===== config.mk =====
export PLATFORM = sky130hd
export DESIGN_NAME = softmax_norm_flat
export DESIGN_NICKNAME = d
export VERILOG_FILES = /design/src/rtl/softmax_norm_if.sv /design/src/rtl/softmax_norm.sv /design/src/flat_wrapper.sv
export SDC_FILE = /design/constraint.sdc
export NUM_CORES = 1
export LEC_CHECK = 0
export CORE_UTILIZATION = 35
export DETAILED_ROUTE_END_ITERATION = 8
export GPL_TIMING_DRIVEN = 1
export PLACE_DENSITY_LB_ADDON = 0.12
export SETUP_SLACK_MARGIN = 0.1
export SYNTH_ARGS = -nofsm -noshare
export SYNTH_HDL_FRONTEND = slang
export SYNTH_SLANG_ARGS = --single-unit

===== constraint.sdc =====
create_clock -name clk -period 3.54 [get_ports clk]
set_input_delay 0.708 -clock clk [delete_from_list [all_inputs] [get_ports clk]]
set_output_delay 0.708 -clock clk [all_outputs]
set_load 0.02 [all_outputs]

===== src/rtl/softmax_norm_if.sv =====
// Stream bundle for softmax_norm: element input, probability output and
// the credit return path from the downstream consumer.
interface softmax_norm_if #(
  parameter int CREDITS = 2
);
  localparam int CW = $clog2(CREDITS + 1);

  logic          in_valid;
  logic          in_ready;
  logic [7:0]    in_data;
  logic          out_valid;
  logic [7:0]    out_data;
  logic          out_last;
  logic          credit_in;
  logic [CW-1:0] credit_count;

  modport master (
    output in_valid, in_data, credit_in,
    input  in_ready, out_valid, out_data, out_last, credit_count
  );

  modport slave (
    input  in_valid, in_data, credit_in,
    output in_ready, out_valid, out_data, out_last, credit_count
  );
endinterface


===== src/rtl/softmax_norm.sv =====
// Row-wise softmax normalizer: buffers a row of Q2.6 exponents, sums them,
// then emits each element / sum as Q1.7 under downstream credit control.
module softmax_norm #(
  parameter int ROW_LEN = 8,
  parameter int CREDITS = 2
) (
  input  logic         clk,
  input  logic         rst,
  softmax_norm_if.slave s
);
  localparam int IW = $clog2(ROW_LEN);
  localparam int SW = 8 + IW;
  localparam int CW = $clog2(CREDITS + 1);

  typedef enum logic [1:0] {FILL, DIV, SEND} state_t;

  state_t                   state, state_nxt;
  logic [ROW_LEN-1:0][7:0]  row_buf;
  logic [SW-1:0]            sum;
  logic [IW-1:0]            idx;
  logic [2:0]               dcnt;
  logic [SW-1:0]            rem;
  logic [7:0]               quo;
  logic [CW-1:0]            credits;
  logic [7:0]               out_data_q;
  logic                     out_last_q;

  logic          accept, fire, last_idx;
  logic [SW:0]   trial, diff;
  logic          ge;
  logic [7:0]    qout;

  assign accept   = s.in_valid && (state == FILL);
  assign last_idx = (idx == IW'(ROW_LEN - 1));
  assign fire     = (state == SEND) && (credits != '0);

  // Numerator is elem<<7: its top seven bits seed the remainder and the
  // element LSB is the first bit shifted in, so step 0 starts from the
  // raw element and every later step shifts in a zero.
  assign trial = (dcnt == 3'd0) ? {{(SW-7){1'b0}}, row_buf[idx]} : {rem, 1'b0};
  assign diff  = trial - {1'b0, sum};
  assign ge    = (trial >= {1'b0, sum});
  assign qout  = (sum == '0) ? 8'h00 : quo;

  always_ff @(posedge clk) begin
    if (rst) state <= FILL;
    else     state <= state_nxt;
  end

  always_comb begin
    state_nxt = state;
    case (state)
      FILL:    if (accept && last_idx) state_nxt = DIV;
      DIV:     if (dcnt == 3'd7) state_nxt = SEND;
      SEND:    if (fire) state_nxt = last_idx ? FILL : DIV;
      default: state_nxt = FILL;
    endcase
  end

  always_ff @(posedge clk) begin
    if (rst) begin
      row_buf    <= '0;
      sum        <= '0;
      idx        <= '0;
      dcnt       <= '0;
      rem        <= '0;
      quo        <= '0;
      out_data_q <= '0;
      out_last_q <= 1'b0;
    end else begin
      case (state)
        FILL: begin
          dcnt <= '0;
          if (accept) begin
            row_buf[idx] <= s.in_data;
            sum          <= sum + SW'(s.in_data);
            idx          <= last_idx ? '0 : idx + 1'b1;
          end
        end
        DIV: begin
          rem  <= ge ? diff[SW-1:0] : trial[SW-1:0];
          quo  <= {quo[6:0], ge};
          dcnt <= dcnt + 3'd1;
        end
        SEND: begin
          if (fire) begin
            out_data_q <= qout;
            out_last_q <= last_idx;
            if (last_idx) begin
              sum <= '0;
              idx <= '0;
            end else begin
              idx <= idx + 1'b1;
            end
          end
        end
        default: ;
      endcase
    end
  end

  // Simultaneous return and send cancel; returns beyond the cap are dropped.
  always_ff @(posedge clk) begin
    if (rst) credits <= CW'(CREDITS);
    else begin
      case ({s.credit_in, fire})
        2'b10:   if (credits < CW'(CREDITS)) credits <= credits + 1'b1;
        2'b01:   credits <= credits - 1'b1;
        default: ;
      endcase
    end
  end

  assign s.in_ready     = (state == FILL);
  assign s.out_valid    = fire;
  assign s.out_data     = fire ? qout : out_data_q;
  assign s.out_last     = fire ? last_idx : out_last_q;
  assign s.credit_count = credits;
endmodule


===== src/flat_wrapper.sv =====
// flat-port wrapper written by rule: the top's interface ports become plain ports
module softmax_norm_flat 
#(
  parameter int ROW_LEN = 8,
  parameter int CREDITS = 2
)
  (clk, rst, s_in_valid, s_in_data, s_credit_in, s_in_ready, s_out_valid, s_out_data, s_out_last, s_credit_count);
  softmax_norm_if #(.CREDITS(CREDITS)) s_i ();
  input  logic clk;
  input  logic rst;
  input wire logic [$bits(s_i.in_valid)-1:0] s_in_valid;
  input wire logic [$bits(s_i.in_data)-1:0] s_in_data;
  input wire logic [$bits(s_i.credit_in)-1:0] s_credit_in;
  output wire logic [$bits(s_i.in_ready)-1:0] s_in_ready;
  output wire logic [$bits(s_i.out_valid)-1:0] s_out_valid;
  output wire logic [$bits(s_i.out_data)-1:0] s_out_data;
  output wire logic [$bits(s_i.out_last)-1:0] s_out_last;
  output wire logic [$bits(s_i.credit_count)-1:0] s_credit_count;
  assign s_i.in_valid = s_in_valid;
  assign s_i.in_data = s_in_data;
  assign s_i.credit_in = s_credit_in;
  assign s_in_ready = s_i.in_ready;
  assign s_out_valid = s_i.out_valid;
  assign s_out_data = s_i.out_data;
  assign s_out_last = s_i.out_last;
  assign s_credit_count = s_i.credit_count;
  softmax_norm #(.ROW_LEN(ROW_LEN), .CREDITS(CREDITS)) u_core (.clk(clk), .rst(rst), .s(s_i));
endmodule

After elaboration in Yosys (flattened, before gate mapping)
Index checks and enable logic that the tools add are counted.
Storage, ports and cells
  bits of input ports: 12
  register bits: 113
Operators by class
  add/subtract/negate cells: 6
  equal/unequal tests: 12
  reductions and logical operators: 16
  mux-type cells: 26
  $lt $le $gt $ge: 4
Operators with widths (number)
  64-bit bitwise mux: 1
  11-bit two-way mux: 4
  8-bit two-way mux: 4
  8-bit binary-select mux with 3-bit select: 1
  8-bit demux with 3-bit select: 1
  11-bit case mux with 2 select lines: 1
  12-bit by 11-bit greater-or-equal comparator with 1-bit output: 1
  12-bit two-way mux: 1
  2-bit by 1-bit != test with 1-bit output, second input constant: 6
  3-bit case mux with 2 select lines: 2
  11-bit by 8-bit adder with 11-bit output: 1
  11-bit zero test: 1
  11-bit subtractor: 1
  3-bit two-way mux: 3
  2-bit two-way mux: 4
  2-bit nonzero test: 4
  3-bit by 1-bit adder with 3-bit output, second input constant: 2
  3-bit equality test, second input constant: 2
  2-bit case mux with 3 select lines: 1
  3-bit AND reduction: 2
  2-bit by 1-bit equality test with 1-bit output, second input constant: 2
  2-bit equality test, second input constant: 2
  1-bit logical AND: 4
  3-bit by 4-bit less-than comparator with 1-bit output, second input constant: 1
  other kinds (10): 12

Logic depth before layout (Yosys ltp)
  depth in word-level cells: 5
  gate-level depth with buffers: 15
  depth with buffers taken out: 13

Worst setup path before layout
OpenSTA, ideal clock, no wires.
  kind: reg-to-reg
  start: register u_core.idx[0]
  end: register u_core.rem[0]
  buffers on the path: 3
  arrival: 3.113 ns
  stages on the path, launching flop included: 15
  setup slack: 0.347 ns
  library setup time: 0.079 ns
  path through: dfxtp_1 -> buf_4 -> buf_6 -> mux2_1 -> a221oi_1 -> a21oi_1 -> o22a_1 -> ha_1 -> a211oi_2 -> nand2_1 -> a311oi_2 -> o21a_1 -> buf_6 -> mux2_4 -> a211oi_2
On the way
  cells in the longest elaborated chain, start to end: 5
  elaborated cells on any way between the ends: 6
  classes of those cells: 1 x add/sub; 1 x order compare; 4 x mux
Ends and longest elaborated chain
  start: declaration: RTL line softmax_norm.sv:20  | logic [IW-1:0] idx;
  start signal: assignment: RTL line softmax_norm.sv:77  | idx <= last_idx ? '0 : idx + 1'b1;
  start signal: assignment: RTL line softmax_norm.sv:93  | idx <= idx + 1'b1;
  8-bit binary-select mux with 3-bit select *: RTL line softmax_norm.sv:40  | assign trial = (dcnt == 3'd0) ? {{(SW-7){1'b0}}, row_buf[idx]} : {rem, 1'b0};
  8-bit two-way mux (implied by the code) *: RTL line softmax_norm.sv:40
  12-bit two-way mux *: RTL line softmax_norm.sv:40
  11-bit subtractor or 12-bit by 11-bit greater-or-equal comparator with 1-bit output (tied branches): RTL line softmax_norm.sv:41, softmax_norm.sv:42
  11-bit two-way mux *: RTL line softmax_norm.sv:81  | rem <= ge ? diff[SW-1:0] : trial[SW-1:0];
  end signal: assignment: RTL line softmax_norm.sv:81
  end: declaration: RTL line softmax_norm.sv:22  | logic [SW-1:0] rem;
Mark *: on every way between the ends. The rest lies on a longest branch, timed or not. The select of a mux whose other input is x is not followed.
A chain may end at the register's enable or synchronous reset.

Final worst setup path
  start: register u_core.idx[1]
  end: register u_core.rem[1]
Same word-level chain as after synthesis.

==> reports/results.ini <==
[routing]
drt-total-wl_um=17100
drtAntennaViolNets=0
drt_iter0_drc=373
post_drt_wl_per_cell_um=17.9
first_pass_iters=5
drc=0
viasPerCell=5.43
vias=5198

[synth]
synth-seq-cells=113
yosys.area.top_type_share=0.378
synth-async-reset-ratio=0
ys.flop_type=dfxtp_1
ys_seq_area_frac=0.378
syn_area_um2=5980
yosysWarnings=0
synth.avg_cell_area_um2=8.58
synth-edff-count=0
synth_area_leaders=dfxtp_1 (38%), mux2i_1 (7.0%), a21oi_1 (5.7%), nand2_1 (5.1%), ha_1 (5.0%)
synth_nets=735
synth_cells=697
yosys.area.top_type=dfxtp_1
ys_types=74

[sta]
setup_viol=0
rsz0062_at_grt=no
fin_crit_ps=3300
hold_ws_ps=452
slew_viol_final=0
min_period_over_period=0.932
setup_slack_ps=242
fin_skew_ps=6.63
slew_headroom=0.424
report.final.hold_viol_count=0
max_freq_ghz=0.303
worstMarginPinSlew_ps=865

[pwr]
max-vdd-ir-drop_uv=376
leakage_nw=2.85
p_int_w=0.00264
p_comb_frac=0.179
p_switching_w=0.00101
p_seq_frac=0.364
p_per_area_nw_per_um2=516
switching_share=0.278
p_clk_frac=0.457

[worst_setup_path]
crit_fanout=17
critPathLaunchType=register
cp.arrival_ps=3630
r2r_slack_ps=240
critPathKind=reg2reg
required_ps=3870
rr_worst_depth=12
worst_setup_path_end_kind=register

[place]
routabilityCongestion=0.863
dpl.hpwl_um=12200
dpl_worst_slack_ps=-22.0
io_buffers=24

[clock_network]
cts_root_buffer=clkbuf_16
clk_latency_ps=420
cts_buffers=17
clk_path_buf_depth=2
cts_hold_buffers=0
cts.sinks=113
clkTransAtPathRegs_ps=50
cts_max_level=4
cts_tree=done

[worst_hold_path]
hold_path_class=reg2reg
whs_path_depth=2

[finish]
area_growth_pct=18.5
final_cell_mix=dfxtp_1 (111), nand2_1 (81), nor2_1 (76)
drive_gt1_frac=0.138
utilization=0.426
antennaDiodeCount=0
final_common_cell=dfxtp_1
final_nets=762

[job]
drv_cap=0

[grt]
overflow=0
antenna_found_initial=0
grt_max_degree=79
grt_pass1_wl_um=26900
grt_pass1_vias=4928
grt_usage=0.201

[die]
floorplan.die.height_um=133
initial_core_util=0.359
core-area_um2=16600
die_x_um=133
ios=25
row_count=47
die_area_um2=17600

[outcome]
status=finished, final reports clean

[area by class of cell]
| type | count | area, µm² |
|---|---|---|
| well taps | 220 | 275 |
| flip-flops and latches | 113 | 2270 |
| inverters | 17 | 63.8 |
| clock inverters | 11 | 113 |
| fillers | 1674 | 9560 |
| clock buffers | 21 | 460 |
| multi-input cells | 518 | 3390 |
| repair buffers | 57 | 518 |
[cell usage after synthesis (all sizes together) (2+ instances only)]
| cell type | number |
|---|---|
| mux2i | 42 |
| nor3 | 4 |
| a31oi | 7 |
| nand2b | 9 |
| nand2 | 81 |
| or2 | 2 |
| inv | 17 |
| a22o | 10 |
| nor3b | 5 |
| mux4 | 4 |
| and2 | 5 |
| a21o | 3 |
| o21ai | 25 |
| o2bb2ai | 2 |
| o211ai | 2 |
| ha | 24 |
| o21a | 5 |
| a221oi | 4 |
| o41ai | 2 |
| o21bai | 3 |
| nor2b | 16 |
| or3 | 2 |
| nor2 | 79 |
| a32oi | 3 |
| and3 | 2 |
| a22oi | 11 |
| a211oi | 9 |
| and2b | 2 |
| dfxtp | 113 |
| nor4 | 2 |
| clkbuf | 27 |
| xnor2 | 7 |
| xor2 | 3 |
| a21oi | 69 |
| fa | 2 |
| buf | 22 |
| mux2 | 6 |
| nand3 | 45 |
| a311oi | 3 |
| o311ai | 2 |
| nand3b | 3 |
[cells by family (layout without fill, tap and decap cells)]
family,count (synthesis),in the layout,synth area share
adders and majority gates,26,26,0.0569
buffers and inverters,66,106,0.0609
DFF,113,113,0.378
muxes,52,52,0.0979
AOI/OAI and AO/OA,171,171,0.189
and+or+nand+nor,259,259,0.202
xor gates and xnor gates,10,10,0.0146
[worst max-delay path, stage by stage (launching register included)]
cell	delay (ps)
dfxtp_2	410
buf_12	180
and2b_1	200
a221oi_1	330
a21oi_1	90
o22a_1	240
ha_2	320
a211oi_2	230
nand2_1	140
a311oi_4	290
o21a_2	250
mux2_4	320
a211oi_2	210
[registers in the layout (all words and copies together) (netlist names)]
register               count
u_core.row_buf            64
u_core.rem                11
u_core.sum                11
u_core.out_data_q          8
u_core.quo                 8
u_core.dcnt                3
u_core.idx                 3
u_core.s.credit_count      2
u_core.state               2
u_core.out_last_q          1
[final timing paths]
check | from | to
max reg2reg | u_core.idx[1] | u_core.rem[1]
min | u_core.row_buf[3] | u_core.row_buf[3]
max | u_core.idx[1] | u_core.rem[1]
min reg2reg | u_core.row_buf[3] | u_core.row_buf[3]
[timing repair]
action	in CTS	in global routing
setup buffers	0	2
gates resized for setup	3	11
setup endpoints to repair	6	12
pin swaps	0	1
[routing by layer]
metal | vias to the layer above | wire (µm) | global-route usage
met3 | 28 | 896 | 0.0418
met5 | - | 0 | 0
met4 | 0 | 433 | 0.0926
li1 | 2528 | - | -
met2 | 152 | 8010 | 0.326
met1 | 2490 | 7750 | 0.255
[per-stage QoR]
stage | area (µm²) | power [W] | std cells | setup TNS (ps)
final | 7080 | 0.00365 | 957 | 0
after global routing | 7080 | 0.00380 | 957 | 0
after CTS | 7030 | 0.00364 | 955 | 0
after detailed placement | 6450 | 0.00196 | 923 | -58.1
after global placement | 6450 | 0.00196 | 923 | 0
after floorplan | 5980 | 0.00181 | 697 | 0
[power groups by stage]
stage          Clock, W  Combinational [W]  Sequential, W
3_3_place_gp          0           0.000601        0.00136
2_1_floorplan         0           0.000466        0.00134
3_5_place_dp          0           0.000606        0.00136
6_report        0.00167           0.000653        0.00133
4_1_cts         0.00170           0.000611        0.00133
5_1_grt         0.00176           0.000713        0.00133
(Power assumes the default switching activity.)
